==> config.mk <==
export PLATFORM = sky130hd
export DESIGN_NAME = alu_result_stage_flat
export DESIGN_NICKNAME = d
export VERILOG_FILES = /design/src/rtl/alu_result_stage_if.sv /design/src/rtl/alu_result_stage.sv /design/src/flat_wrapper.sv
export SDC_FILE = /design/constraint.sdc
export NUM_CORES = 1
export LEC_CHECK = 0
export CAP_MARGIN = 20
export CELL_PAD_IN_SITES_DETAIL_PLACEMENT = 1
export CELL_PAD_IN_SITES_GLOBAL_PLACEMENT = 1
export CORE_MARGIN = 4
export CORE_UTILIZATION = 32
export DETAILED_ROUTE_END_ITERATION = 16
export PLACE_DENSITY_LB_ADDON = 0.1
export SYNTH_ARGS = -nofsm -noshare
export SYNTH_HDL_FRONTEND = slang
export SYNTH_SLANG_ARGS = --single-unit
==> constraint.sdc <==
create_clock -name clk -period 1.8 [get_ports clk]
set_clock_uncertainty 0.15 [all_clocks]
set_input_delay 0.27 -clock clk [delete_from_list [all_inputs] [get_ports clk]]
set_output_delay 0.27 -clock clk [all_outputs]
set_load 0.005 [all_outputs]
==> src/rtl/alu_result_stage_if.sv <==
// Handshake bundle for alu_result_stage: upstream result/flags in, registered result/flags out.
// master drives the upstream side and consumer ready; slave is the stage itself.
interface alu_result_stage_if #(
  parameter int size  = 8,
  parameter int CNT_W = 16
);
  logic             in_valid;
  logic             in_ready;
  logic [2:0]       in_op;
  logic [size-1:0]  in_res;
  logic             in_carry;
  logic             out_valid;
  logic             out_ready;
  logic [size-1:0]  out_res;
  logic [2:0]       out_op;
  logic             out_zero;
  logic             out_neg;
  logic             out_carry;
  logic [CNT_W-1:0] out_cnt;

  modport master (
    output in_valid, in_op, in_res, in_carry, out_ready,
    input  in_ready, out_valid, out_res, out_op, out_zero, out_neg, out_carry, out_cnt
  );

  modport slave (
    input  in_valid, in_op, in_res, in_carry, out_ready,
    output in_ready, out_valid, out_res, out_op, out_zero, out_neg, out_carry, out_cnt
  );
endinterface

==> src/rtl/alu_result_stage.sv <==
// Registered ALU result stage with 2-entry skid buffer, status flags and delivered-result counter.
// Define ALU_FLAGS_EN to store and drive the carry flag; otherwise out_carry is tied 0.
module alu_result_stage #(
  parameter int size  = 8,
  parameter int CNT_W = 16
) (
  input logic               clk,
  input logic               rst_n,
  alu_result_stage_if.slave bus
);

  typedef enum logic [1:0] {EMPTY, ONE, FULL} state_t;

  state_t state_q, state_d;

  logic             in_ready_q;
  logic             out_valid_q;
  logic [CNT_W-1:0] cnt_q;

  logic [size-1:0]  main_res, skid_res;
  logic [2:0]       main_op, skid_op;
  logic             main_zero, skid_zero;
  logic             main_neg, skid_neg;

  logic accept, take;
  logic load_main_in, load_skid, load_main_skid;
  logic cap_zero, cap_neg;

  assign accept   = bus.in_valid & in_ready_q;
  assign take     = out_valid_q & bus.out_ready;
  assign cap_zero = ~|bus.in_res;
  assign cap_neg  = bus.in_res[size-1];

  always_ff @(posedge clk) begin
    if (!rst_n) begin
      state_q     <= EMPTY;
      in_ready_q  <= 1'b0;
      out_valid_q <= 1'b0;
    end else begin
      state_q     <= state_d;
      in_ready_q  <= (state_d != FULL);
      out_valid_q <= (state_d != EMPTY);
    end
  end

  always_comb begin
    state_d = state_q;
    case (state_q)
      EMPTY: if (accept) state_d = ONE;
      ONE: begin
        if (accept && !take)      state_d = FULL;
        else if (!accept && take) state_d = EMPTY;
      end
      FULL:  if (take) state_d = ONE;
      default: state_d = EMPTY;
    endcase
  end

  always_comb begin
    load_main_in   = 1'b0;
    load_skid      = 1'b0;
    load_main_skid = 1'b0;
    case (state_q)
      EMPTY: load_main_in = accept;
      ONE: begin
        load_main_in = accept & take;
        load_skid    = accept & ~take;
      end
      FULL:  load_main_skid = take;
      default: ;
    endcase
  end

  always_ff @(posedge clk) begin
    if (!rst_n) begin
      main_res  <= '0;
      main_op   <= '0;
      main_zero <= 1'b0;
      main_neg  <= 1'b0;
      skid_res  <= '0;
      skid_op   <= '0;
      skid_zero <= 1'b0;
      skid_neg  <= 1'b0;
    end else begin
      if (load_main_in) begin
        main_res  <= bus.in_res;
        main_op   <= bus.in_op;
        main_zero <= cap_zero;
        main_neg  <= cap_neg;
      end else if (load_main_skid) begin
        main_res  <= skid_res;
        main_op   <= skid_op;
        main_zero <= skid_zero;
        main_neg  <= skid_neg;
      end
      if (load_skid) begin
        skid_res  <= bus.in_res;
        skid_op   <= bus.in_op;
        skid_zero <= cap_zero;
        skid_neg  <= cap_neg;
      end
    end
  end

`ifdef ALU_FLAGS_EN
  logic main_carry, skid_carry, cap_carry;

  // carry only meaningful for add (000) and sub (001)
  assign cap_carry = bus.in_carry & (bus.in_op[2:1] == 2'b00);

  always_ff @(posedge clk) begin
    if (!rst_n) begin
      main_carry <= 1'b0;
      skid_carry <= 1'b0;
    end else begin
      if (load_main_in)        main_carry <= cap_carry;
      else if (load_main_skid) main_carry <= skid_carry;
      if (load_skid)           skid_carry <= cap_carry;
    end
  end

  assign bus.out_carry = main_carry;
`else
  assign bus.out_carry = 1'b0;
`endif

  always_ff @(posedge clk) begin
    if (!rst_n)    cnt_q <= '0;
    else if (take) cnt_q <= cnt_q + CNT_W'(1);
  end

  assign bus.in_ready  = in_ready_q;
  assign bus.out_valid = out_valid_q;
  assign bus.out_res   = main_res;
  assign bus.out_op    = main_op;
  assign bus.out_zero  = main_zero;
  assign bus.out_neg   = main_neg;
  assign bus.out_cnt   = cnt_q;

endmodule
==> src/flat_wrapper.sv <==
// flat-port wrapper written by rule: the top's interface ports become plain ports
module alu_result_stage_flat 
#(
  parameter int size  = 8,
  parameter int CNT_W = 16
)
  (clk, rst_n, bus_in_valid, bus_in_op, bus_in_res, bus_in_carry, bus_out_ready, bus_in_ready, bus_out_valid, bus_out_res, bus_out_op, bus_out_zero, bus_out_neg, bus_out_carry, bus_out_cnt);
  alu_result_stage_if #(.size(size), .CNT_W(CNT_W)) bus_i ();
  input logic clk;
  input logic rst_n;
  input wire logic [$bits(bus_i.in_valid)-1:0] bus_in_valid;
  input wire logic [$bits(bus_i.in_op)-1:0] bus_in_op;
  input wire logic [$bits(bus_i.in_res)-1:0] bus_in_res;
  input wire logic [$bits(bus_i.in_carry)-1:0] bus_in_carry;
  input wire logic [$bits(bus_i.out_ready)-1:0] bus_out_ready;
  output wire logic [$bits(bus_i.in_ready)-1:0] bus_in_ready;
  output wire logic [$bits(bus_i.out_valid)-1:0] bus_out_valid;
  output wire logic [$bits(bus_i.out_res)-1:0] bus_out_res;
  output wire logic [$bits(bus_i.out_op)-1:0] bus_out_op;
  output wire logic [$bits(bus_i.out_zero)-1:0] bus_out_zero;
  output wire logic [$bits(bus_i.out_neg)-1:0] bus_out_neg;
  output wire logic [$bits(bus_i.out_carry)-1:0] bus_out_carry;
  output wire logic [$bits(bus_i.out_cnt)-1:0] bus_out_cnt;
  assign bus_i.in_valid = bus_in_valid;
  assign bus_i.in_op = bus_in_op;
  assign bus_i.in_res = bus_in_res;
  assign bus_i.in_carry = bus_in_carry;
  assign bus_i.out_ready = bus_out_ready;
  assign bus_in_ready = bus_i.in_ready;
  assign bus_out_valid = bus_i.out_valid;
  assign bus_out_res = bus_i.out_res;
  assign bus_out_op = bus_i.out_op;
  assign bus_out_zero = bus_i.out_zero;
  assign bus_out_neg = bus_i.out_neg;
  assign bus_out_carry = bus_i.out_carry;
  assign bus_out_cnt = bus_i.out_cnt;
  alu_result_stage #(.size(size), .CNT_W(CNT_W)) u_core (.clk(clk), .rst_n(rst_n), .bus(bus_i));
endmodule
## After elaboration in Yosys (flattened, before gate mapping)

Index checks and enable logic that the tools add are counted.

- Bits in registers: 46
- Input port bits: 16
- Output and inout bits: 32
- Word-level logic and storage cells: 46

- Add/subtract/negate cells: 1
- Equal/unequal tests: 3
- Mux-type cells: 16
- Bitwise gates (word level): 5
- Reductions and logical operators: 9

Operators with widths:

| operator | number |
|---|---|
| adder 16 x 1 -> 16 bit, second input constant | 1 |
| two-way mux 8 bit | 2 |
| two-way mux 2 bit | 4 |
| OR reduction 8 bit | 1 |
| two-way mux 1 bit | 6 |
| two-way mux 3 bit | 2 |
| one-hot mux 2 bit (3 select lines) | 1 |
| AND 1 bit | 4 |
| nonzero test 2 bit | 2 |
| zero test 1 bit | 3 |
| == test 2 x 1 -> 1 bit, second input constant | 1 |
| == test 2 bit, second input constant | 1 |
| logical AND 1 bit | 2 |
| zero test 2 bit | 1 |
| inequality test 2 bit, second input constant | 1 |
| one-hot mux 1 bit (2 select lines) | 1 |
| inverter 1 bit | 1 |

## Longest topological paths before layout

- Depth after elaboration: 7
- Gate-level depth with buffers: 5
- Depth with buffers taken out: 5

## Least setup slack after synthesis

No wires, ideal clock.

- Path kind: reg-to-reg
- Start point: reg u_core.out_valid_q (netlist: u_core.bus.out_valid)
- End point: reg u_core.cnt_q[15] (netlist: u_core.bus.out_cnt[15])
- Setup time: 70 ps
- Arrival time: 1619 ps
- Required time: 1580 ps
- Path slack: -40 ps
- Cell stages (with the launch flop): 5
- Buffers on the path: 0
- Period minus slack after synthesis: 1840 ps
- Path through: dfxtp_1 nand4_4 or4_4 or3_1 a21oi_1

- Word-level cells in the longest chain between the ends: 1

RTL lines:

| what | line | text |
|---|---|---|
| from (decl) | alu_result_stage.sv:17 | `logic out_valid_q;` |
| from (signal assigned) | alu_result_stage.sv:42 | `out_valid_q <= (state_d != EMPTY);` |
| AND 1 bit | alu_result_stage.sv:30 | `assign take = out_valid_q & bus.out_ready;` |
| to (signal assigned) | alu_result_stage.sv:129 | `else if (take) cnt_q <= cnt_q + CNT_W'(1);` |
| to (decl) | alu_result_stage.sv:18 | `logic [CNT_W-1:0] cnt_q;` |

Every way passes these cells.
A chain may end at the register's enable or synchronous reset.

## Worst setup path in the final report

- Start point: reg u_core.cnt_q[3] (netlist: u_core.bus.out_cnt[3])
- End point: reg u_core.cnt_q[15] (netlist: u_core.bus.out_cnt[15])

- Word-level cells in the longest chain between the ends: 1

RTL lines:

| what | line |
|---|---|
| adder 16 x 1 -> 16 bit | alu_result_stage.sv:129 |

Every way passes these cells.

==> flow_metrics.tcl <==
set metrics [dict create \
    htreeDepth 2 \
    peakVddDrop_uv 285 \
    core-area_um2 5540 \
    drt_wl_total_um 4680 \
    cts.repair.resized 1 \
    die_w_um 83.9 \
    synth_seq_area_share 0.478 \
    period_minus_slack_ps 1740 \
    rows 27 \
    via_per_inst 4.82 \
    clockBufferDepth 2 \
    die_area_um2 7030 \
    synth_cells 206 \
    stdcell_area_um2 2640 \
    yosysWarnings 0 \
    critPathKind "register to register" \
    port_buffers 45 \
    worst-path-buf-inv 0 \
    clk_pin_slew_ps 80 \
    drt-initial-drc-count 61 \
    hp-class "register to register" \
    placed_area_um2 2540 \
    cts_tree "built" \
    overflow 0 \
    path_cells "nand4_4 -> or4_4 -> or3_4 -> a21oi_2" \
    critPathArrivalTime_ps 1830 \
    hpwl_um 3390 \
    synth_edf_count 0 \
    root_buffer "clkbuf_8" \
    startpoint_type "register" \
    yosys.cell_types.count 36 \
    ys_async_sr_fraction 0 \
    final_cells 345 \
    antennaDiodeCount 0 \
    synth_area_per_cell_um2 8.94 \
    multi_input_area_um2 908 \
    grt_pass1_vias 1662 \
    io_pins 48 \
    fin_crit_sh 0.968 \
    ys.flop_type "dfxtp_1" \
    end_kind "register" \
    die_y_um 83.9 \
    syn_nets 223 \
    setup_viol 0 \
    nets 289 \
    drive_gt1_frac 0.176 \
    place.gp.congestion 0.735 \
    firstDrtPassIters 4 \
    p_leak_nw 1.03 \
    crit_fanout 4 \
    cts_hold_buf 0 \
    power_mw 1.87 \
    layout_commonest_cell "clkdlybuf4s50_1" \
    worst_path_max_delay_cell "or4_4" \
    syn_area_um2 1840 \
    start_util 0.332 \
    ys_ff_latch 44 \
    drv_cap 0 \
    grt_max_degree 26 \
    clock-sinks 44 \
    ant_nets 0 \
    drv_slew 0 \
    route.detailed.drc 0 \
    critPathRequiredTime_ps 1890 \
    clock.fmax_ghz 0.574 \
    antenna_found_initial 0 \
    status "complete, no violations" \
    grt_pass1_wl_um 8000 \
    placed_cells 337 \
    rsz0062_at_grt "no" \
    cts_setup_buffers 0 \
    numCtsBuffers 5 \
    grt.total_usage 0.140 \
    hold_violations 0 \
    critPathMaxStageDelay_ps 550 \
    power.density_nw_per_um2 709 \
    final_cell_mix "44 x clkdlybuf4s50_1, 39 x dfxtp_1, 29 x nor2_1, 24 x buf_4, 23 x nand2_1" \
    vias 1664 \
    cp_top_family "simple AND/OR/NAND/NOR gates" \
    clk_latency_ps 300 \
    seq_area_um2 892 \
    fillers 679 \
    avgRoutedWirePerCell_um 13.6 \
    syn_to_final_growth_pct 43.5 \
]
## metal layers
metal	wire (um)	global-route usage	up-vias
met5	0	0	-
met4	40	0.0395	0
met3	192	0.0415	5
met2	2190	0.221	29
met1	2260	0.185	784
li1	-	-	846
## synth_stat cells, types with 3 or more instances
library cell  instances  area share
dfxtp_1              44        0.48
xnor2_1               8       0.038
nor3_1                4       0.011
nand3_1               6       0.016
nor2_1               29       0.059
nor4_1                3       0.010
clkbuf_1              8       0.016
nand2_1              23       0.047
nand4_1               4       0.014
a21oi_1              20       0.054
a22oi_1              12       0.049
mux2i_1              13       0.071
o21ai_0               3      0.0081
xor2_1                3       0.014
## logic make-up after synthesis
kind of cell	Yosys count	share of synthesized area
compound gates	37	0.122
xor+xnor	11	0.0523
fa+ha+maj	1	0.00679
buf+inv	14	0.0333
flops	44	0.478
mux	14	0.0768
other cells	1	0.00204
simple gates	84	0.229
## through the flow
step,util,worst slack (ps),hold slack (ps),setup TNS [ps]
6_report,0.477,57.0,308,0
5_1_grt,0.477,0.171,334,0
4_1_cts,0.474,14.9,310,0
3_5_place_dp,0.458,-388,299,-5600
3_3_place_gp,0.458,-357,296,-5230
2_1_floorplan,-,35.0,264,0
## where the power goes
part	total, mW	switching (mW)	leakage (nW)	internal (mW)
clock	0.645	0.339	0.0510	0.307
sequential	1.01	0.0173	0.360	0.996
combinational	0.216	0.0930	0.619	0.123
## flip-flops by register name, summed over array words and instances, names as in the netlist
name,count
u_core.skid_zero,1
u_core.skid_op,3
u_core.bus.out_neg,1
u_core.bus.out_valid,1
u_core.state_q,2
u_core.bus.in_ready,1
u_core.bus.out_res,7
u_core.bus.out_cnt,16
u_core.bus.out_op,3
u_core.bus.out_zero,1
u_core.skid_res,8
## path summary, 6_finish.rpt
check	start	end	slack, ps	depth (start not counted)
max	u_core.bus.out_cnt[3]$_SDFFE_PN0P_	u_core.bus.out_cnt[15]$_SDFFE_PN0P_	60	4
min	u_core.bus.out_res[6]$_SDFFE_PN0P_	u_core.bus.out_res[6]$_SDFFE_PN0P_	310	2
max reg2reg	u_core.bus.out_cnt[3]$_SDFFE_PN0P_	u_core.bus.out_cnt[15]$_SDFFE_PN0P_	60	4
min reg2reg	u_core.bus.out_res[6]$_SDFFE_PN0P_	u_core.bus.out_res[6]$_SDFFE_PN0P_	310	2
## tightest hold or removal path, stage by stage (launching register included)
cell     delay (ps)
dfxtp_1         310
nand2_1          50
a21oi_1          50
## cell type report
cell class                 count  share of cell area
clock buffer                   6              0.0312
clock inverter                 2             0.00379
inverter                       3             0.00426
multi-input combinational    148               0.344
sequential                    44               0.337
tap                           72              0.0341
timing repair buffer          70               0.246
Power figures use the tool's default switching activity.
